<file path="config.mk">
export PLATFORM = sky130hd
export DESIGN_NAME = uart_pixel_packer
export DESIGN_NICKNAME = d
export VERILOG_FILES = /design/src/rtl/uart_pixel_packer.sv
export SDC_FILE = /design/constraint.sdc
export NUM_CORES = 1
export LEC_CHECK = 0
export ABC_AREA = 1
export CORE_AREA = 5 5 75 77
export CTS_CLUSTER_SIZE = 24
export DETAILED_ROUTE_END_ITERATION = 10
export DIE_AREA = 0 0 80 82
export MAX_ROUTING_LAYER = met4
export PLACE_DENSITY = 0.71
export SYNTH_ARGS = -nofsm -noshare
export SYNTH_HDL_FRONTEND = slang
export SYNTH_SLANG_ARGS = --single-unit
</file>
<file path="constraint.sdc">
create_clock -name clk -period 3.2 [get_ports clk]
set_input_delay 0.8 -clock clk [delete_from_list [all_inputs] [get_ports clk]]
set_output_delay 0.8 -clock clk [all_outputs]
set_load 0.05 [all_outputs]
</file>
<file path="src/rtl/uart_pixel_packer.sv">
// uart_pixel_packer
// Turns a UART byte stream into RGB565 pixels for a downstream FIFO.
// Each frame starts with the header 0x55 0xAA. It is followed by
// PIXELS_PER_FRAME pixels, each sent as a high byte and then a low byte.
// Optional feature: define PIXEL_PACK_TIMEOUT_EN to abandon a frame after
// TIMEOUT_CYCLES idle cycles in the pixel phase.
module uart_pixel_packer #(
    parameter int PIXELS_PER_FRAME = 76800,
    parameter int TIMEOUT_CYCLES   = 100000
) (
    input  logic        clk,
    input  logic        reset_n,
    input  logic [7:0]  rx_data,
    input  logic        rx_valid,
    input  logic        fifo_full,
    output logic        fifo_wr_en,
    output logic [15:0] fifo_data,
    output logic        frame_active,
    output logic        frame_done,
    output logic        overflow
);

    localparam int CNT_W = (PIXELS_PER_FRAME > 1) ? $clog2(PIXELS_PER_FRAME) : 1;
    localparam logic [CNT_W-1:0] LAST_PIX = CNT_W'(PIXELS_PER_FRAME - 1);

    localparam logic [7:0] SYNC0_BYTE = 8'h55;
    localparam logic [7:0] SYNC1_BYTE = 8'hAA;

    // Catch parameter values that would make the counters meaningless.
    if (PIXELS_PER_FRAME < 1) begin : g_bad_frame_len
        $error("uart_pixel_packer: PIXELS_PER_FRAME must be at least 1");
    end
    if (TIMEOUT_CYCLES < 1) begin : g_bad_timeout
        $error("uart_pixel_packer: TIMEOUT_CYCLES must be at least 1");
    end

    typedef enum logic [1:0] {
        WAIT_SYNC0,
        WAIT_SYNC1,
        PIX_HI,
        PIX_LO
    } state_t;

    state_t           state;
    logic [CNT_W-1:0] pix_cnt;
    logic [7:0]       hi_byte;

`ifdef PIXEL_PACK_TIMEOUT_EN
    localparam int IDLE_W = $clog2(TIMEOUT_CYCLES + 1);
    localparam logic [IDLE_W-1:0] IDLE_LAST = IDLE_W'(TIMEOUT_CYCLES - 1);
    logic [IDLE_W-1:0] idle_cnt;
`endif

    // Header detection, pixel assembly, FIFO write strobe and frame status flags.
    always_ff @(posedge clk or negedge reset_n) begin
        if (!reset_n) begin
            state        <= WAIT_SYNC0;
            pix_cnt      <= '0;
            hi_byte      <= '0;
            fifo_wr_en   <= 1'b0;
            fifo_data    <= '0;
            frame_active <= 1'b0;
            frame_done   <= 1'b0;
            overflow     <= 1'b0;
`ifdef PIXEL_PACK_TIMEOUT_EN
            idle_cnt     <= '0;
`endif
        end else begin
            fifo_wr_en <= 1'b0;
            frame_done <= 1'b0;
            if (rx_valid) begin
`ifdef PIXEL_PACK_TIMEOUT_EN
                idle_cnt <= '0;
`endif
                case (state)
                    WAIT_SYNC0: begin
                        if (rx_data == SYNC0_BYTE) state <= WAIT_SYNC1;
                    end
                    WAIT_SYNC1: begin
                        if (rx_data == SYNC1_BYTE) begin
                            state        <= PIX_HI;
                            pix_cnt      <= '0;
                            overflow     <= 1'b0;
                            frame_active <= 1'b1;
                        end else if (rx_data != SYNC0_BYTE) begin
                            state <= WAIT_SYNC0;
                        end
                    end
                    PIX_HI: begin
                        hi_byte <= rx_data;
                        state   <= PIX_LO;
                    end
                    PIX_LO: begin
                        // A pixel that cannot be written is still counted,
                        // so the frame keeps its length.
                        if (!fifo_full) begin
                            fifo_wr_en <= 1'b1;
                            fifo_data  <= {hi_byte, rx_data};
                        end else begin
                            overflow <= 1'b1;
                        end
                        if (pix_cnt == LAST_PIX) begin
                            state        <= WAIT_SYNC0;
                            pix_cnt      <= '0;
                            frame_done   <= 1'b1;
                            frame_active <= 1'b0;
                        end else begin
                            state   <= PIX_HI;
                            pix_cnt <= pix_cnt + 1'b1;
                        end
                    end
                    default: state <= WAIT_SYNC0;
                endcase
            end
`ifdef PIXEL_PACK_TIMEOUT_EN
            else if (state == PIX_HI || state == PIX_LO) begin
                // A stalled frame is dropped without a frame_done pulse.
                // Any half-received pixel is discarded with it.
                if (idle_cnt == IDLE_LAST) begin
                    state        <= WAIT_SYNC0;
                    frame_active <= 1'b0;
                    pix_cnt      <= '0;
                    idle_cnt     <= '0;
                end else begin
                    idle_cnt <= idle_cnt + 1'b1;
                end
            end
`endif
        end
    end

endmodule

</file>
# Word level (Yosys, flattened, before mapping)
# Index checks and enable logic that the tools add are counted.
[totals]
ff_bits = 47
inputBits = 12
word_cells = 50
[op_classes]
addsub = 1
eq_ne = 12
muxes = 20
n_bitwise = 1
reduce_logical = 8
[op_table]
columns = ["operator", "n"]
rows = [
  ["17-bit 2-to-1 mux", 2],
  ["17-bit case mux with 2 select lines", 1],
  ["17-bit by 1-bit adder with 17-bit output (second input constant)", 1],
  ["17-bit == test (second input constant)", 1],
  ["1-bit 2-to-1 mux", 10],
  ["3-bit AND reduction", 3],
  ["8-bit by 7-bit == test with 1-bit output (second input constant)", 1],
  ["8-bit == test (second input constant)", 1],
  ["2-bit 2-to-1 mux", 4],
  ["2-bit inequality test (second input constant)", 4],
  ["8-bit by 7-bit inequality test with 1-bit output (second input constant)", 1],
  ["2-bit case mux with 4 select lines", 1],
  ["4-bit AND reduction", 2],
  ["2-bit == test (second input constant)", 2],
  ["1-bit case mux with 2 select lines", 2],
  ["3-bit inequality test (second input constant)", 1],
  ["2-bit by 1-bit == test with 1-bit output (second input constant)", 1],
  ["2-bit logical NOT", 1],
  ["2-bit AND reduction", 1],
  ["2-bit nonzero test", 1],
  ["1-bit inverter", 1],
]

# Longest topological paths before layout
[depth]
ltp_word = 4
depth_mapped = 11

# Worst setup path after synthesis
# OpenSTA, ideal clock, no wires.
[synth_timing]
path_kind = "input to register"
startpoint = "input port rx_data[2]"
endpoint = "register overflow"
setup_time_ns = 0.124
arrival_time_ns = 1.566
required_time_ns = 3.076
setup_slack_ns = 1.510
cell_stages = 10
cell_sequence = "inv_1 -> nand2_1 -> nor2_1 -> nand2_1 -> nand2_1 -> nand2_2 -> inv_4 -> o21ai_0 -> nand2_1 -> o21ai_1"
[synth_via]
elab_chain_cells = 3
[synth_lines]
columns = ["element", "line", "text"]
rows = [
  ["from (decl)", "13", "input logic [7:0] rx_data,"],
  ["8-bit == test", "80", "if (rx_data == SYNC1_BYTE) begin"],
  ["2-bit inequality test (no line)", "--", ""],
  ["4-bit AND reduction (no line)", "--", ""],
  ["to (signal assigned)", "64", "overflow <= 1'b0;"],
  ["to (signal assigned)", "83", "overflow <= 1'b0;"],
  ["to (signal assigned)", "100", "overflow <= 1'b1;"],
  ["to (decl)", "20", "output logic overflow"],
]
# No other way between the ends.
# A chain may end at the register's enable or synchronous reset.

# Final worst setup path
[layout_timing]
startpoint = "register fifo_data[4]"
endpoint = "output port fifo_data[4]"
[layout_lines]
columns = ["element", "line", "text"]
rows = [
  ["from (decl)", "17", "output logic [15:0] fifo_data,"],
  ["from (signal assigned)", "98", "fifo_data <= {hi_byte, rx_data};"],
]
# No word-level cell between the ends.

==> results.yml <==
status:
  status: "finished, final reports clean"
worst_setup_path:
  endpoint: "fifo_data[4]"
  crit_start: "fifo_data[4]"
  slowest_stage: "clkdlybuf4s50_1"
  cp-end-kind: "output pin"
  cp_slowest_stage_delay_ps: 820
  crit_type: "flip-flop to output pin"
  crit_family: "buffers and inverters"
  worst-path-buf-inv: 1
  r2r_end: "frame_active"
  worst-path-stages: 1
  r2r_cells: 10
  r2r-start: "pix_cnt[1]"
  crit_required_ps: 2400
  critPathLaunchType: "flip-flop"
  crit_chain: "clkdlybuf4s50_1"
  cp.arrival_ps: 1520
  reg2reg_slack_ps: 1610
  crit_path_max_fanout: 2
clock_network:
  cts_buffers: 5
  cts_max_level: 2
  clk_pin_slew_ps: 100
  clock_latency_ps: 310
  cts_root_buf: "clkbuf_8"
  cts_resized: 0
  cts_hold_buffers: 0
  cts_setup_buffers: 0
  cts_tree: "built"
  cts_sinks: 47
  cts_max_path_buffers: 2
pwr:
  comb_power_share: 0.429
  ir_drop_v: 0.000598
  p_switching_uw: 985
  sequentialPowerShare: 0.397
  cellInternalPower_mw: 1.24
  power.total_mw: 2.22
  pwr-share-clk: 0.174
  p_per_area_nw_per_um2: 790
  p_leak_nw: 1.34
  swShare: 0.444
routing:
  viasPerCell: 4.96
  totalWireLength_um: 5050
  drc_errors: 0
  drtAntennaViolNets: 0
  wire_per_inst_um: 12.5
  first_iter_violations: 145
  vias: 2003
  first_pass_iters: 4
floorplanning:
  io_pins: 32
  row_count: 26
  core_area_um2: 4940
  die_area_um2: 6560
  floorplan.initialDensity: 0.479
  die_y_um: 82
  die_w_um: 80
sta:
  setup_viol: 0
  hold_violations: 0
  max_slew.worst_pin.slew_ps: 999
  rsz0062_at_grt: "no"
  fmaxAchievable_ghz: 0.431
  setup_tns_ps: 0
  finClkSkew_ps: 7.76
  slew_headroom: 0.334
  finalCritPeriodShare: 0.725
  fin_crit_ps: 2320
  slew_violations: 0
global_routing:
  grt_antenna_before_repair: 0
  first_global_vias: 1969
  grt.total_usage: 0.181
  met3_usage: 0.0285
  grt_util_met2: 0.276
  grt_max_degree: 48
  grt_pass1_wl_um: 9090
  overflow: 0
  top_usage_layer: "met2"
  use_met1: 0.251
yosys:
  async_reset_ff_frac: 1.00
  ys_seq_area_frac: 0.497
  synth.yosys.warnings: 0
  syn_area_per_cell_um2: 7.87
  netlist.area_leader.share: 0.497
  post-synth-top-count-cell: "nand2_1"
  synthTopCellsByArea: "dfrtp_1 50%, nand2_1 15%, inv_1 5.1%, nor2_1 4.9%, nand3_1 4.9%"
  syn_nets: 314
  yosysUniqueCellTypes: 24
  syn_area_um2: 2370
  synth_ff_type: "dfrtp_1"
  synth_common_cells: "95 x nand2_1, 47 x dfrtp_1, 32 x inv_1, 31 x nor2_1, 23 x nand3_1"
  synth_seq_cells: 47
  synth-edff-count: 0
  yosys.area.top_type: "dfrtp_1"
  syn_inst: 301
cells_and_area:
  antenna_cells: 0
  fillCellCount: 475
  regArea_um2: 1180
  syn_to_final_growth_pct: 18.6
  multi_input_area_um2: 1000
  nNetsFinal: 346
  drive_gt1_frac: 0.0928
job:
  drv_cap: 0
placed_design:
  hpwl_um: 3720
  numPortBuffers: 31
  place_congestion: 0.880
min_path:
  holdCritPathClass: "flip-flop to flip-flop"
==> worst min-delay path by stage <==
| stage | to | cells after the start | startpoint |
|---|---|---|---|
| floorplan | fifo_data[10] | 2 | hi_byte[2] |
| global placement | fifo_data[10] | 2 | fifo_data[10] |
| detailed placement | fifo_data[15] | 2 | fifo_data[15] |
| CTS | fifo_data[15] | 2 | fifo_data[15] |
| global route | fifo_data[8] | 2 | hi_byte[0] |
| finish | fifo_data[15] | 2 | fifo_data[15] |
==> logic make-up (layout without fill, tap and decap cells) <==
group | after synthesis | count (layout) | share of synthesized area
simple gates | 175 | 175 | 0.320
flops | 47 | 47 | 0.497
buf+inv | 42 | 75 | 0.0792
compound gates | 32 | 32 | 0.0845
xor+xnor | 4 | 4 | 0.0148
fa+ha+maj | 1 | 1 | 0.00528
==> layer usage <==
layer,wire length [um],up-vias,part of all wire
met5,0,-,0
met4,69,0,0.014
met3,166,6,0.033
met2,2230,38,0.44
met1,2590,936,0.51
li1,-,1023,-
==> cells in the final DEF (no fill, tap or decap), drive strengths merged <==
cell type      netlist  final
a21oi                1      1
buf                  5      1
clkbuf               1      5
clkdlybuf4s50        0     30
clkinvlp             0      1
dfrtp               47     47
ha                   1      1
inv                 36     38
nand2              102    102
nand3               23     23
nand4               13     13
nor2                32     32
nor3                 4      4
o21ai               27     27
o21bai               3      3
o31ai                1      1
or2                  1      1
xor2                 4      4
==> state kept, by name (all words and copies together), names as in the netlist <==
name and cells:
hi_byte 8, frame_active 1, frame_done 1, overflow 1, pix_cnt 17, state 2, fifo_wr_en 1, fifo_data 16
==> layout make-up <==
| class | instances | share of cell area |
|---|---|---|
| Sequential cell | 47 | 0.419 |
| Multi-Input combinational cell | 212 | 0.358 |
| Timing Repair Buffer | 31 | 0.109 |
| Inverter | 36 | 0.0499 |
| Tap cell | 70 | 0.0312 |
| Clock buffer | 5 | 0.0245 |
| Clock inverter | 3 | 0.00980 |
==> through the flow <==
| stage | cells | setup slack (ps) | hold WS [ps] | area, um^2 | utilization |
|---|---|---|---|---|---|
| 3_3_place_gp | 396 | 692 | 456 | 2710 | 0.549 |
| 6_report | 404 | 881 | 475 | 2810 | 0.568 |
| 4_1_cts | 404 | 876 | 483 | 2810 | 0.568 |
| 2_1_floorplan | 301 | 1510 | 449 | 2370 | - |
| 3_5_place_dp | 396 | 682 | 458 | 2710 | 0.549 |
| 5_1_grt | 404 | 734 | 500 | 2810 | 0.568 |
==> power by group through the flow <==
| stage | sequential (mW) | combinational [mW] | clock (mW) |
|---|---|---|---|
| after floorplan | 1.25 | 0.296 | 0 |
| after global placement | 0.888 | 0.954 | 0 |
| after detailed placement | 0.891 | 0.960 | 0 |
| after CTS | 0.882 | 0.963 | 0.393 |
| after global routing | 0.908 | 1.03 | 0.419 |
| final | 0.881 | 0.953 | 0.386 |
Note: power is estimated with default switching activity, not from simulation.
